File: src/rtl/uart_auto_send_gen.sv
// ---------------------------------------------------------------------------
// uart_auto_send_gen
//
// Purpose:
//   Self-contained UART message generator. When started it sends a message
//   of MSG_LEN frames whose bytes are START_BYTE, START_BYTE+1, ... (modulo
//   2^DATA_BITS). Each frame is start bit, DATA_BITS data bits (LSB first),
//   an optional parity bit and STOP_BITS stop bits. Every bit lasts
//   DIV = CLK_FREQ/BAUD clock cycles. In continuous mode the message repeats
//   after GAP_CYCLES idle-high cycles. In single-shot mode the block returns
//   to idle after the message.
//
// Ports:
//   clk        in   system clock, all logic on its rising edge
//   rst_n      in   synchronous active-low reset
//   start      in   level; starts a message when the block is idle
//   mode_cont  in   1 = repeat messages, 0 = single-shot
//   uart_txd   out  registered serial line, idles high
//   busy       out  high whenever the FSM is not idle
//   byte_done  out  one-cycle pulse in the last cycle of each frame
//   msg_done   out  one-cycle pulse in the last cycle of each message
//   msg_count  out  number of completed messages (wraps at 16 bits)
// ---------------------------------------------------------------------------
module uart_auto_send_gen #(
  parameter int          CLK_FREQ   = 50000000,
  parameter int          BAUD       = 115200,
  parameter int          DATA_BITS  = 8,
  parameter int          PARITY     = 0,
  parameter int          STOP_BITS  = 1,
  parameter int          MSG_LEN    = 4,
  parameter logic [7:0]  START_BYTE = 8'h41,
  parameter int          GAP_CYCLES = 1000
) (
  input  logic        clk,
  input  logic        rst_n,
  input  logic        start,
  input  logic        mode_cont,
  output logic        uart_txd,
  output logic        busy,
  output logic        byte_done,
  output logic        msg_done,
  output logic [15:0] msg_count
);

  // Cycles per bit; the stop phase is timed as one long interval.
  localparam int DIV      = CLK_FREQ / BAUD;
  localparam int STOP_LEN = STOP_BITS * DIV;

  // One shared cycle counter times bits, the stop phase and the gap.
  localparam int CNT_MAX = (STOP_LEN > GAP_CYCLES) ? STOP_LEN : GAP_CYCLES;
  localparam int CNT_W   = $clog2(CNT_MAX + 1);
  localparam int BIT_W   = $clog2(DATA_BITS);

  typedef enum logic [2:0] {
    IDLE  = 3'd0,
    START = 3'd1,
    DATA  = 3'd2,
    PAR   = 3'd3,
    STOP  = 3'd4,
    GAP   = 3'd5
  } state_t;

  state_t                 state_reg;
  logic [CNT_W-1:0]       baud_cnt_reg;
  logic [BIT_W-1:0]       bit_cnt_reg;
  logic [3:0]             byte_cnt_reg;
  logic [DATA_BITS-1:0]   shift_reg;
  logic                   cont_reg;

  logic [DATA_BITS-1:0]   cur_byte;
  logic                   par_bit;
  logic                   bit_end;
  logic                   stop_pre;
  logic                   stop_end;
  logic                   gap_end;
  logic                   last_byte;
  logic                   last_bit;

  // Byte k of a message; the addition wraps naturally at DATA_BITS width.
  assign cur_byte  = DATA_BITS'(START_BYTE) + DATA_BITS'(byte_cnt_reg);

  // Odd mode inverts the XOR reduction so the total count of ones is odd.
  assign par_bit   = (PARITY == 1) ? ~(^cur_byte) : (^cur_byte);

  assign bit_end   = (baud_cnt_reg == CNT_W'(DIV - 1));
  // byte_done/msg_done are registered, so they are armed one cycle early
  // to land exactly in the final stop cycle.
  assign stop_pre  = (baud_cnt_reg == CNT_W'(STOP_LEN - 2));
  assign stop_end  = (baud_cnt_reg == CNT_W'(STOP_LEN - 1));
  assign gap_end   = (baud_cnt_reg == CNT_W'(GAP_CYCLES - 1));
  assign last_byte = (byte_cnt_reg == 4'(MSG_LEN - 1));
  assign last_bit  = (bit_cnt_reg == BIT_W'(DATA_BITS - 1));

  always_ff @(posedge clk) begin
    if (!rst_n) begin
      state_reg    <= IDLE;
      uart_txd     <= 1'b1;
      busy         <= 1'b0;
      byte_done    <= 1'b0;
      msg_done     <= 1'b0;
      msg_count    <= 16'd0;
      baud_cnt_reg <= '0;
      bit_cnt_reg  <= '0;
      byte_cnt_reg <= '0;
      shift_reg    <= '0;
      cont_reg     <= 1'b0;
    end else begin
      byte_done <= 1'b0;
      msg_done  <= 1'b0;

      case (state_reg)
        IDLE: begin
          uart_txd     <= 1'b1;
          busy         <= 1'b0;
          baud_cnt_reg <= '0;
          if (start) begin
            state_reg    <= START;
            uart_txd     <= 1'b0;
            busy         <= 1'b1;
            byte_cnt_reg <= '0;
          end
        end

        START: begin
          if (bit_end) begin
            baud_cnt_reg <= '0;
            bit_cnt_reg  <= '0;
            shift_reg    <= cur_byte;
            uart_txd     <= cur_byte[0];
            state_reg    <= DATA;
          end else begin
            baud_cnt_reg <= baud_cnt_reg + CNT_W'(1);
          end
        end

        DATA: begin
          if (bit_end) begin
            baud_cnt_reg <= '0;
            if (last_bit) begin
              if (PARITY != 0) begin
                state_reg <= PAR;
                uart_txd  <= par_bit;
              end else begin
                state_reg <= STOP;
                uart_txd  <= 1'b1;
              end
            end else begin
              // shift_reg[0] is the bit currently on the line; [1] is next.
              bit_cnt_reg <= bit_cnt_reg + BIT_W'(1);
              shift_reg   <= shift_reg >> 1;
              uart_txd    <= shift_reg[1];
            end
          end else begin
            baud_cnt_reg <= baud_cnt_reg + CNT_W'(1);
          end
        end

        PAR: begin
          if (bit_end) begin
            baud_cnt_reg <= '0;
            state_reg    <= STOP;
            uart_txd     <= 1'b1;
          end else begin
            baud_cnt_reg <= baud_cnt_reg + CNT_W'(1);
          end
        end

        STOP: begin
          if (stop_pre) begin
            byte_done <= 1'b1;
            msg_done  <= last_byte;
          end
          if (stop_end) begin
            baud_cnt_reg <= '0;
            if (!last_byte) begin
              // Next frame follows with no idle cycles in between.
              byte_cnt_reg <= byte_cnt_reg + 4'd1;
              state_reg    <= START;
              uart_txd     <= 1'b0;
            end else begin
              msg_count    <= msg_count + 16'd1;
              byte_cnt_reg <= '0;
              if (mode_cont) begin
                state_reg <= GAP;
                cont_reg  <= 1'b1;
              end else begin
                state_reg <= IDLE;
                busy      <= 1'b0;
              end
            end
          end else begin
            baud_cnt_reg <= baud_cnt_reg + CNT_W'(1);
          end
        end

        GAP: begin
          // Any low sample of mode_cont during the gap cancels the repeat.
          if (!mode_cont) begin
            cont_reg <= 1'b0;
          end
          if (gap_end) begin
            baud_cnt_reg <= '0;
            if (cont_reg && mode_cont) begin
              state_reg <= START;
              uart_txd  <= 1'b0;
            end else begin
              state_reg <= IDLE;
              busy      <= 1'b0;
            end
          end else begin
            baud_cnt_reg <= baud_cnt_reg + CNT_W'(1);
          end
        end

        default: begin
          state_reg    <= IDLE;
          uart_txd     <= 1'b1;
          busy         <= 1'b0;
          baud_cnt_reg <= '0;
        end
      endcase
    end
  end

endmodule

File: config.mk
export PLATFORM = sky130hd
export DESIGN_NAME = uart_auto_send_gen
export DESIGN_NICKNAME = d
export VERILOG_FILES = /design/src/rtl/uart_auto_send_gen.sv
export SDC_FILE = /design/constraint.sdc
export NUM_CORES = 1
export LEC_CHECK = 0
export BUFFER_PORTS_ARGS = -buffer_cell sky130_fd_sc_hd__buf_2
export CORE_MARGIN = 3
export CORE_UTILIZATION = 55
export DETAILED_ROUTE_END_ITERATION = 7
export GPL_ROUTABILITY_DRIVEN = 0
export GPL_TIMING_DRIVEN = 0
export PLACE_DENSITY = 0.72
export SYNTH_ARGS = -nofsm -noshare
export SYNTH_HDL_FRONTEND = slang
export SYNTH_SLANG_ARGS = --single-unit
File: constraint.sdc
create_clock -name clk -period 2.5 [get_ports clk]
set_clock_uncertainty 0.05 [all_clocks]
set_input_delay 0.625 -clock clk [delete_from_list [all_inputs] [get_ports clk]]
set_output_delay 0.625 -clock clk [all_outputs]
set_load 0.01 [all_outputs]
==> reports/qor.yml, run 1 <==
outcome: "complete, no violations"
pre_cts_slack_ns: 0.147
grt_pass1_wl_mm: 9.52
synth.net_count: 307
clock_sink_count: 47
die-width_um: 73.9
irDropWorstVdd_uv: 526
post-route-cell-area_sq_um: 2840
global_route.usage.total_pct: 22.0
chip_height_um: 73.9
cp_top_family: "simple AND/OR/NAND/NOR gates"
area_growth_pct: 12.0
port-buffer-count: 23
clk-insertion-delay-late_ns: 0.31
cts_max_level: 2
synthesis.instances: 296
wl_mm: 5.86
antenna_violations_before_repair: 0
drtPass1Iterations: 4
nets: 337
worstPathRequired_ns: 2.62
period_utilization_post_route_pct: 93.0
max_stage_delay_ns: 0.44
dominant_cells_by_area_after_synthesis: "dfxtp_1 37%, a21oi_1 4.9%, o31ai_1 3.8%"
synth_common_cells: "47 x dfxtp_1, 25 x a21oi_1, 22 x nor2_1"
worst-path-max-fanout: 10
finalSetupViolCount: 0
synth_largest_type_area_fraction_pct: 37.1
cp.arrival_ns: 2.45
final_antenna_net_count: 0
hp-class: "flip-flop to flip-flop"
setup_total_negative_slack_ns: 0
cts_post_setup_buffers_inserted: 0
nFillCells: 384
route.detailed.vias_per_inst: 6.18
max_reg_flops: 16
number_of_global_route_vias_before_repair: 2011
setup.worst_path.start_class: "flip-flop"
grt_remaining_overflow: 0
post-synth-top-count-cell: "dfxtp_1"
max_clock_freq_mhz: 430
total_die_area_sq_um: 5470
regToRegStartpoint: "baud_cnt_reg[0]$_SDFF_PN0_"
detailedRoute.firstIterationViolations: 180
grt_start_max_net_pins: 17
post_dp_cell_area_sq_um: 2720
crit_buf_inv: 2
final_critical_path_setup_slack_ns: 0.176
cts.path.max_buffers: 2
hpwl_mm: 4.10
root_buffer: "clkbuf_8"
multi_input_comb_area_sq_um: 1480
leakagePower_nw: 1.05
slew_headroom_pct: 41.3
yosys.cell_types.count: 57
detail_route.wl_per_cell_um: 15.5
row_count: 24
holdPathStages: 2
worst_pin_slew_ns: 0.878
holdPathEnd: "shift_reg[3]$_SDFFE_PN0P_"
cts-hold-fix-buffers: 0
rr_worst_depth: 7
post_route_cells_drive_above_1_share_pct: 14.7
synth_largest_area_cell: "dfxtp_1"
critPathCaptureType: "flip-flop"
rsz0062_at_grt: "false"
count_of_antenna_diodes_in_the_layout: 0
timing.final.crit_period_ns: 2.32
synth.yosys.warnings: 0
power_mw: 1.89
hold_violation_total_from_the_final_report: 0
max_cap_viol_count: 0
initial_util_pct: 57.5
ys_ff_latch: 47
fp.coreArea_sq_um: 4410
regArea_sq_um: 941
min_from: "shift_reg[3]$_SDFFE_PN0P_"
synth_seq_area_share_pct: 37.1
critical-path-slowest-cell: "dfxtp_1"
drv_slew: 0
ys.flop_type: "dfxtp_1"
clkTransAtPathRegs_ns: 0.09
cts-buffers-inserted: 5
cts_tree: "done"
crit-reg2reg-capture: "msg_count[14]$_SDFFE_PN0P_"
count_of_vias_placed_by_the_detailed_router: 2342
edff_count_synth: 0
mappedNetlistArea_sq_um: 2540
async_reset_ff_share_pct: 0
pwr_density_cell_nw_per_um2: 663
critical_path_class: "flip-flop to flip-flop"
avgSynthCellArea_sq_um: 8.58
crit_chain: "ha_1 -> nor4bb_2 -> nand4_2 -> clkbuf_2 -> buf_2 -> o31ai_1 -> a21oi_1"
r2r_slack_ns: 0.18
post-route-drc-count: 0
ios: 24
[layout make-up]
| type | count | area share (%) |
|---|---|---|
| Timing Repair Buffer | 23 | 4.05 |
| Sequential cell | 47 | 33.1 |
| Clock buffer | 5 | 2.42 |
| Tap cell | 52 | 2.29 |
| Multi-Input combinational cell | 218 | 52.0 |
| Inverter | 10 | 1.32 |
| Buffer | 21 | 3.12 |
| Clock inverter | 3 | 1.67 |
[placed cells by master (no fill, tap or decap), types with 6 or more instances in the layout]
cell type and instances:
or4_1 13, a21oi_1 25, xnor2_1 6, nor2_1 22, ha_1 7, nand2b_1 6, nand3_1 14, dfxtp_1 47
xor2_1 6, buf_2 30, o31ai_1 13, o21ai_0 10, inv_1 9, nand4_1 10, clkbuf_1 12, mux2i_1 7
nand2_1 18
[how the worst max path moves through the flow]
| stage | from | end | slack (ns) | depth (start not counted) |
|---|---|---|---|---|
| 5_1_grt | baud_cnt_reg[0]$_SDFF_PN0_ | msg_count[6]$_SDFFE_PN0P_ | 0.05 | 7 |
| 3_5_place_dp | baud_cnt_reg[0]$_SDFF_PN0_ | msg_count[14]$_SDFFE_PN0P_ | 0.15 | 7 |
| 2_1_floorplan | baud_cnt_reg[0]$_SDFF_PN0_ | msg_count[15]$_SDFFE_PN0P_ | 0.54 | 6 |
| 4_1_cts | baud_cnt_reg[0]$_SDFF_PN0_ | msg_count[14]$_SDFFE_PN0P_ | 0.12 | 7 |
| 6_report | baud_cnt_reg[0]$_SDFF_PN0_ | msg_count[14]$_SDFFE_PN0P_ | 0.18 | 7 |
| 3_3_place_gp | baud_cnt_reg[0]$_SDFF_PN0_ | msg_count[3]$_SDFFE_PN0P_ | 0.11 | 7 |
[power breakdown]
| group | internal (mW) | switching (mW) | leakage [nW] | total, mW |
|---|---|---|---|---|
| clock network | 0.303 | 0.277 | 0.0587 | 0.581 |
| registers | 0.784 | 0.0321 | 0.379 | 0.816 |
| logic | 0.193 | 0.296 | 0.616 | 0.489 |
| total | 1.28 | 0.606 | 1.05 | 1.89 |
[what timing repair did]
item / CTS / global route
gates resized for setup: 0 / 3
endpoints found under the hold margin: 0 / 0
setup endpoints to repair: 0 / 5
[worst min-delay path: stages, from the launching register on]
cell,delay [ns]
dfxtp_1,0.32
o21ai_0,0.06
a21oi_1,0.06
[routing by layer]
layer	wire length, um	GRT usage [%]	part of all wire, %	up-vias
li1	-	-	-	1173
met1	2820	30.2	48	1093
met2	2690	35.2	46	69
met3	272	4.05	4.6	7
met4	75	6.44	1.3	0
met5	0	0	0	-
[metrics by stage]
step                      hold WS, ns  util (%)  cells
after floorplan                 0.395         -    296
after global placement          0.409      61.6    371
after detailed placement        0.415      61.6    371
after CTS                       0.430      64.2    379
after global routing            0.458      64.4    379
final                           0.431      64.4    379
[cell families (layout without fill, tap and decap cells)]
| logic type | Yosys count | count (layout) | synth area share, % |
|---|---|---|---|
| compound gates | 74 | 74 | 19.9 |
| xor+xnor | 12 | 12 | 4.14 |
| fa+ha+maj | 7 | 7 | 3.45 |
| buf+inv | 31 | 62 | 4.93 |
| flops | 47 | 47 | 37.1 |
| mux | 8 | 8 | 3.20 |
| simple gates | 117 | 117 | 27.4 |
Power figures use the tool's default switching activity.
==> run 2, diff against run 1 <==
--- a/config.mk
+++ b/config.mk
@@ -7,11 +7,11 @@
 export LEC_CHECK = 0
 export BUFFER_PORTS_ARGS = -buffer_cell sky130_fd_sc_hd__buf_2
 export CORE_MARGIN = 3
-export CORE_UTILIZATION = 55
+export CORE_UTILIZATION = 59
 export DETAILED_ROUTE_END_ITERATION = 7
 export GPL_ROUTABILITY_DRIVEN = 0
 export GPL_TIMING_DRIVEN = 0
-export PLACE_DENSITY = 0.72
+export PLACE_DENSITY = 0.76
 export SYNTH_ARGS = -nofsm -noshare
 export SYNTH_HDL_FRONTEND = slang
 export SYNTH_SLANG_ARGS = --single-unit
==> reports/qor.yml, run 2 (synthesis gave the netlist of run 1 again) <==
mostFrequentLayoutCell: "dfxtp_1"
nFillCells: 348
final_cell_mix: "47 x dfxtp_1, 30 x buf_2, 25 x a21oi_1"
cts-buffers-inserted: 5
antenna_violations_before_repair: 0
max_clock_freq_mhz: 431
port-buffer-count: 23
chip_height_um: 71.6
cts_max_level: 2
hp-class: "flip-flop to flip-flop"
ios: 24
worst_hold_slack_ns: 0.428
irDropWorstVdd_uv: 399
crit_chain: "ha_1 -> nor4bb_2 -> nand4_2 -> clkbuf_1 -> buf_2 -> o31ai_1 -> a21oi_1"
post-route-drc-count: 0
max_cap_viol_count: 0
drv_slew: 0
leakagePower_nw: 1.03
critical-path-slowest-cell: "dfxtp_1"
row_count: 23
route.detailed.vias_per_inst: 6.21
area_growth_pct: 10.6
count_of_antenna_diodes_in_the_layout: 0
die-width_um: 71.6
root_buffer: "clkbuf_8"
worst_pin_slew_ns: 0.848
count_of_vias_placed_by_the_detailed_router: 2342
cts.path.max_buffers: 2
max_reg_flops: 16
drtPass1Iterations: 4
number_of_global_route_vias_before_repair: 2130
timing.final.crit_period_ns: 2.32
hold_violation_total_from_the_final_report: 0
detail_route.wl_per_cell_um: 15.0
wl_mm: 5.66
grt_pass1_wl_mm: 9.69
hpwl_mm: 3.99
rsz0062_at_grt: "false"
cts.repair.resized: 0
cp.arrival_ns: 2.44
period_utilization_post_route_pct: 92.7
cts-hold-fix-buffers: 0
global_route.usage.total_pct: 23.0
max_stage_delay_ns: 0.42
fp.coreArea_sq_um: 4090
nets: 337
outcome: "complete, no violations"
cts_post_setup_buffers_inserted: 0
setup.worst_path.start_class: "flip-flop"
total_die_area_sq_um: 5130
worstPathRequired_ns: 2.62
cts_tree: "done"
worst-path-max-fanout: 10
clk-insertion-delay-late_ns: 0.30
critPathCaptureType: "flip-flop"
pre_cts_slack_ns: 0.103
detailedRoute.firstIterationViolations: 151
post_route_cells_drive_above_1_share_pct: 14.1
final_antenna_net_count: 0
slew_headroom_pct: 43.4
finalSetupViolCount: 0
clock_sink_count: 47
initial_util_pct: 62.1
clkTransAtPathRegs_ns: 0.09
final_critical_path_setup_slack_ns: 0.182
grt_remaining_overflow: 0
grt_start_max_net_pins: 15
pwr_density_cell_nw_per_um2: 622
setup_total_negative_slack_ns: 0
critical_path_class: "flip-flop to flip-flop"
run 2: cell types whose count changed in the layout (fill, tap and decap cells not counted):
cell / change
clkbuf_2: -1
inv_6: -1
bufinv_16: -1
clkinv_2: +1
clkinv_4: -1
clkinvlp_4: +1
clkbuf_1: +2
run 2: stage by stage:
step           area, sq um  cells  utilization (%)  power [mW]
6_report              2810    377             68.7        1.75
5_1_grt               2810    377             68.7        1.85
4_1_cts               2800    377             68.6        1.75
3_5_place_dp          2720    369             66.5        1.31
3_3_place_gp          2720    369             66.5        1.31
2_1_floorplan         2540    296                -        1.20
run 2: report_power, final:
group | switching (mW) | internal [mW] | total [mW] | leakage [nW]
Clock | 0.250 | 0.196 | 0.446 | 0.0412
Combinational | 0.296 | 0.192 | 0.488 | 0.613
Sequential | 0.0296 | 0.784 | 0.813 | 0.379
Total | 0.575 | 1.17 | 1.75 | 1.03
run 2: per-layer routing:
metal	part of all wire [%]	track usage, %	vias to the layer above
met1	49	32.1	1110
met2	45	36.6	55
met4	0.67	5.85	0
met5	0	0	-
li1	-	-	1172
met3	5.0	4.35	5
run 2: path summary, 6_finish.rpt:
path / start / endpoint / slack (ns) / cells past startpoint
hold / removal: shift_reg[3]$_SDFFE_PN0P_ / shift_reg[3]$_SDFFE_PN0P_ / 0.43 / 2
hold reg to reg: shift_reg[3]$_SDFFE_PN0P_ / shift_reg[3]$_SDFFE_PN0P_ / 0.43 / 2
setup reg to reg: baud_cnt_reg[0]$_SDFF_PN0_ / msg_count[10]$_SDFFE_PN0P_ / 0.18 / 7
setup / recovery: baud_cnt_reg[0]$_SDFF_PN0_ / msg_count[10]$_SDFFE_PN0P_ / 0.18 / 7
run 2: final cells by class:
type	instances	area, sq um	area share (%)
plain buffers	21	87.6	3.12
multi-input cells	218	1480	52.7
flip-flops and latches	47	941	33.5
clock inverters	2	12.5	0.446
well taps	50	62.6	2.23
inverters	10	37.5	1.34
repair buffers	23	115	4.10
clock buffers	6	72.6	2.58
run 2: worst max-delay path, delay by kind of cell (launching register included):
family / cells / cell delay [ns]
AO/OA/AOI/OAI: 2 / 0.36
buffers and inverters: 2 / 0.50
flip-flops: 1 / 0.42
AND/OR/NAND/NOR: 2 / 0.61
adder cells (fa/ha/maj): 1 / 0.26
==> run 3, diff against run 2 <==
--- a/config.mk
+++ b/config.mk
@@ -6,7 +6,7 @@
 export NUM_CORES = 1
 export LEC_CHECK = 0
 export BUFFER_PORTS_ARGS = -buffer_cell sky130_fd_sc_hd__buf_2
-export CORE_MARGIN = 3
+export CORE_MARGIN = 5
 export CORE_UTILIZATION = 59
 export DETAILED_ROUTE_END_ITERATION = 7
 export GPL_ROUTABILITY_DRIVEN = 0
==> reports/qor.yml, run 3 (synthesis gave the netlist of run 1 again) <==
outcome: "complete, no violations"
fp.coreArea_sq_um: 4090
cp.arrival_ns: 2.45
timing.final.crit_period_ns: 2.27
row_count: 23
root_buffer: "clkbuf_8"
area_growth_pct: 11.9
mostFrequentLayoutCell: "dfxtp_1"
rr_worst_depth: 6
setup.worst_path.start_class: "flip-flop"
cts_max_level: 2
regToRegStartpoint: "baud_cnt_reg[0]$_SDFF_PN0_"
post_layout_nonfiller_instances: 377
hold_violation_total_from_the_final_report: 0
post_dp_cell_area_sq_um: 2720
port-buffer-count: 23
worstPathRequired_ns: 2.69
slew_headroom_pct: 39.9
grt_pass1_wl_mm: 9.81
worst_hold_slack_ns: 0.425
leakagePower_nw: 1.06
detail_route.wl_per_cell_um: 15.6
detailedRoute.firstIterationViolations: 189
antenna_violations_before_repair: 0
hpwl_mm: 4.12
r2r_slack_ns: 0.23
number_of_global_route_vias_before_repair: 2099
placedCellCount: 369
post-route-drc-count: 0
hp-class: "flip-flop to flip-flop"
post_route_cells_drive_above_1_share_pct: 14.7
grt_remaining_overflow: 0
irDropWorstVdd_uv: 452
min_from: "shift_reg[6]$_SDFFE_PN0P_"
clk-insertion-delay-late_ns: 0.30
ios: 24
count_of_antenna_diodes_in_the_layout: 0
clock_sink_count: 47
pwr_density_cell_nw_per_um2: 664
total_die_area_sq_um: 5710
global_route.usage.total_pct: 22.2
cts-buffers-inserted: 5
drtPass1Iterations: 5
power_mw: 1.89
holdPathStages: 2
max_clock_freq_mhz: 441
cts.path.max_buffers: 2
count_of_vias_placed_by_the_detailed_router: 2366
wl_mm: 5.87
die-width_um: 75.6
critPathCaptureType: "flip-flop"
post-route-cell-area_sq_um: 2840
period_utilization_post_route_pct: 90.7
final_antenna_net_count: 0
rsz0062_at_grt: "false"
clkTransAtPathRegs_ns: 0.09
max_cap_viol_count: 0
final_cell_mix: "47 x dfxtp_1, 30 x buf_2, 25 x a21oi_1"
setup_total_negative_slack_ns: 0
finalSetupViolCount: 0
critical_path_class: "flip-flop to flip-flop"
route.detailed.vias_per_inst: 6.28
max_reg_flops: 16
launching_element_of_the_worst_setup_path: "baud_cnt_reg[0]$_SDFF_PN0_"
cts-hold-fix-buffers: 0
crit-reg2reg-capture: "msg_count[15]$_SDFFE_PN0P_"
worst_pin_slew_ns: 0.899
drv_slew: 0
nets: 337
chip_height_um: 75.6
cts_tree: "done"
initial_util_pct: 62.1
grt_start_max_net_pins: 15
worst-path-max-fanout: 10
holdPathEnd: "shift_reg[5]$_SDFFE_PN0P_"
run 3: cell types whose count changed in the layout (fill, tap and decap cells not counted), sizes merged:
| cell | before | now |
|---|---|---|
| bufinv | 0 | 1 |
| clkinvlp | 1 | 0 |
run 3: stage by stage:
step / setup slack [ns] / util, %
after detailed placement: 0.149 / 66.5
after CTS: 0.135 / 69.4
after floorplan: 0.545 / -
final: 0.232 / 69.5
after global placement: 0.141 / 66.5
after global routing: 0.0678 / 69.5
run 3: what timing repair did:
action / in CTS / in global routing
endpoints found under the setup margin: 0 / 6
setup buffers: 0 / 0
resized for setup: 0 / 3
run 3: cell type report:
cell class | count | area, sq um
fillers | 348 | 1240
multi-input cells | 218 | 1480
plain buffers | 21 | 88.8
clock buffers | 6 | 82.6
inverters | 10 | 37.5
clock inverters | 2 | 35.0
repair buffers | 23 | 115
flip-flops and latches | 47 | 941
well taps | 50 | 62.6
run 3: worst max path at each step:
stage                                 end
2_1_floorplan  msg_count[15]$_SDFFE_PN0P_
3_3_place_gp   msg_count[10]$_SDFFE_PN0P_
3_5_place_dp    msg_count[3]$_SDFFE_PN0P_
4_1_cts         msg_count[3]$_SDFFE_PN0P_
5_1_grt         msg_count[3]$_SDFFE_PN0P_
6_report       msg_count[15]$_SDFFE_PN0P_
run 3: routing by layer:
layer	up-vias	global-route usage [%]	share of wire, %
met5	-	0	0
met4	0	8.93	1.6
met1	1104	29.4	45
met2	82	35.5	46
li1	1170	-	-
met3	10	4.35	6.6
run 3: power breakdown:
part           total [mW]  internal (mW)  switching (mW)  leakage [nW]
combinational       0.491          0.192           0.298         0.616
sequential          0.814          0.784          0.0306         0.379
clock               0.582          0.324           0.258        0.0612
total                1.89           1.30           0.587          1.06
run 3: critical path, cell delays in order (launching register included):
cell      delay (ns)
dfxtp_1         0.43
ha_1            0.27
nor4bb_2        0.39
nand4_2         0.18
buf_2           0.22
or4_1           0.51
a21oi_1         0.15
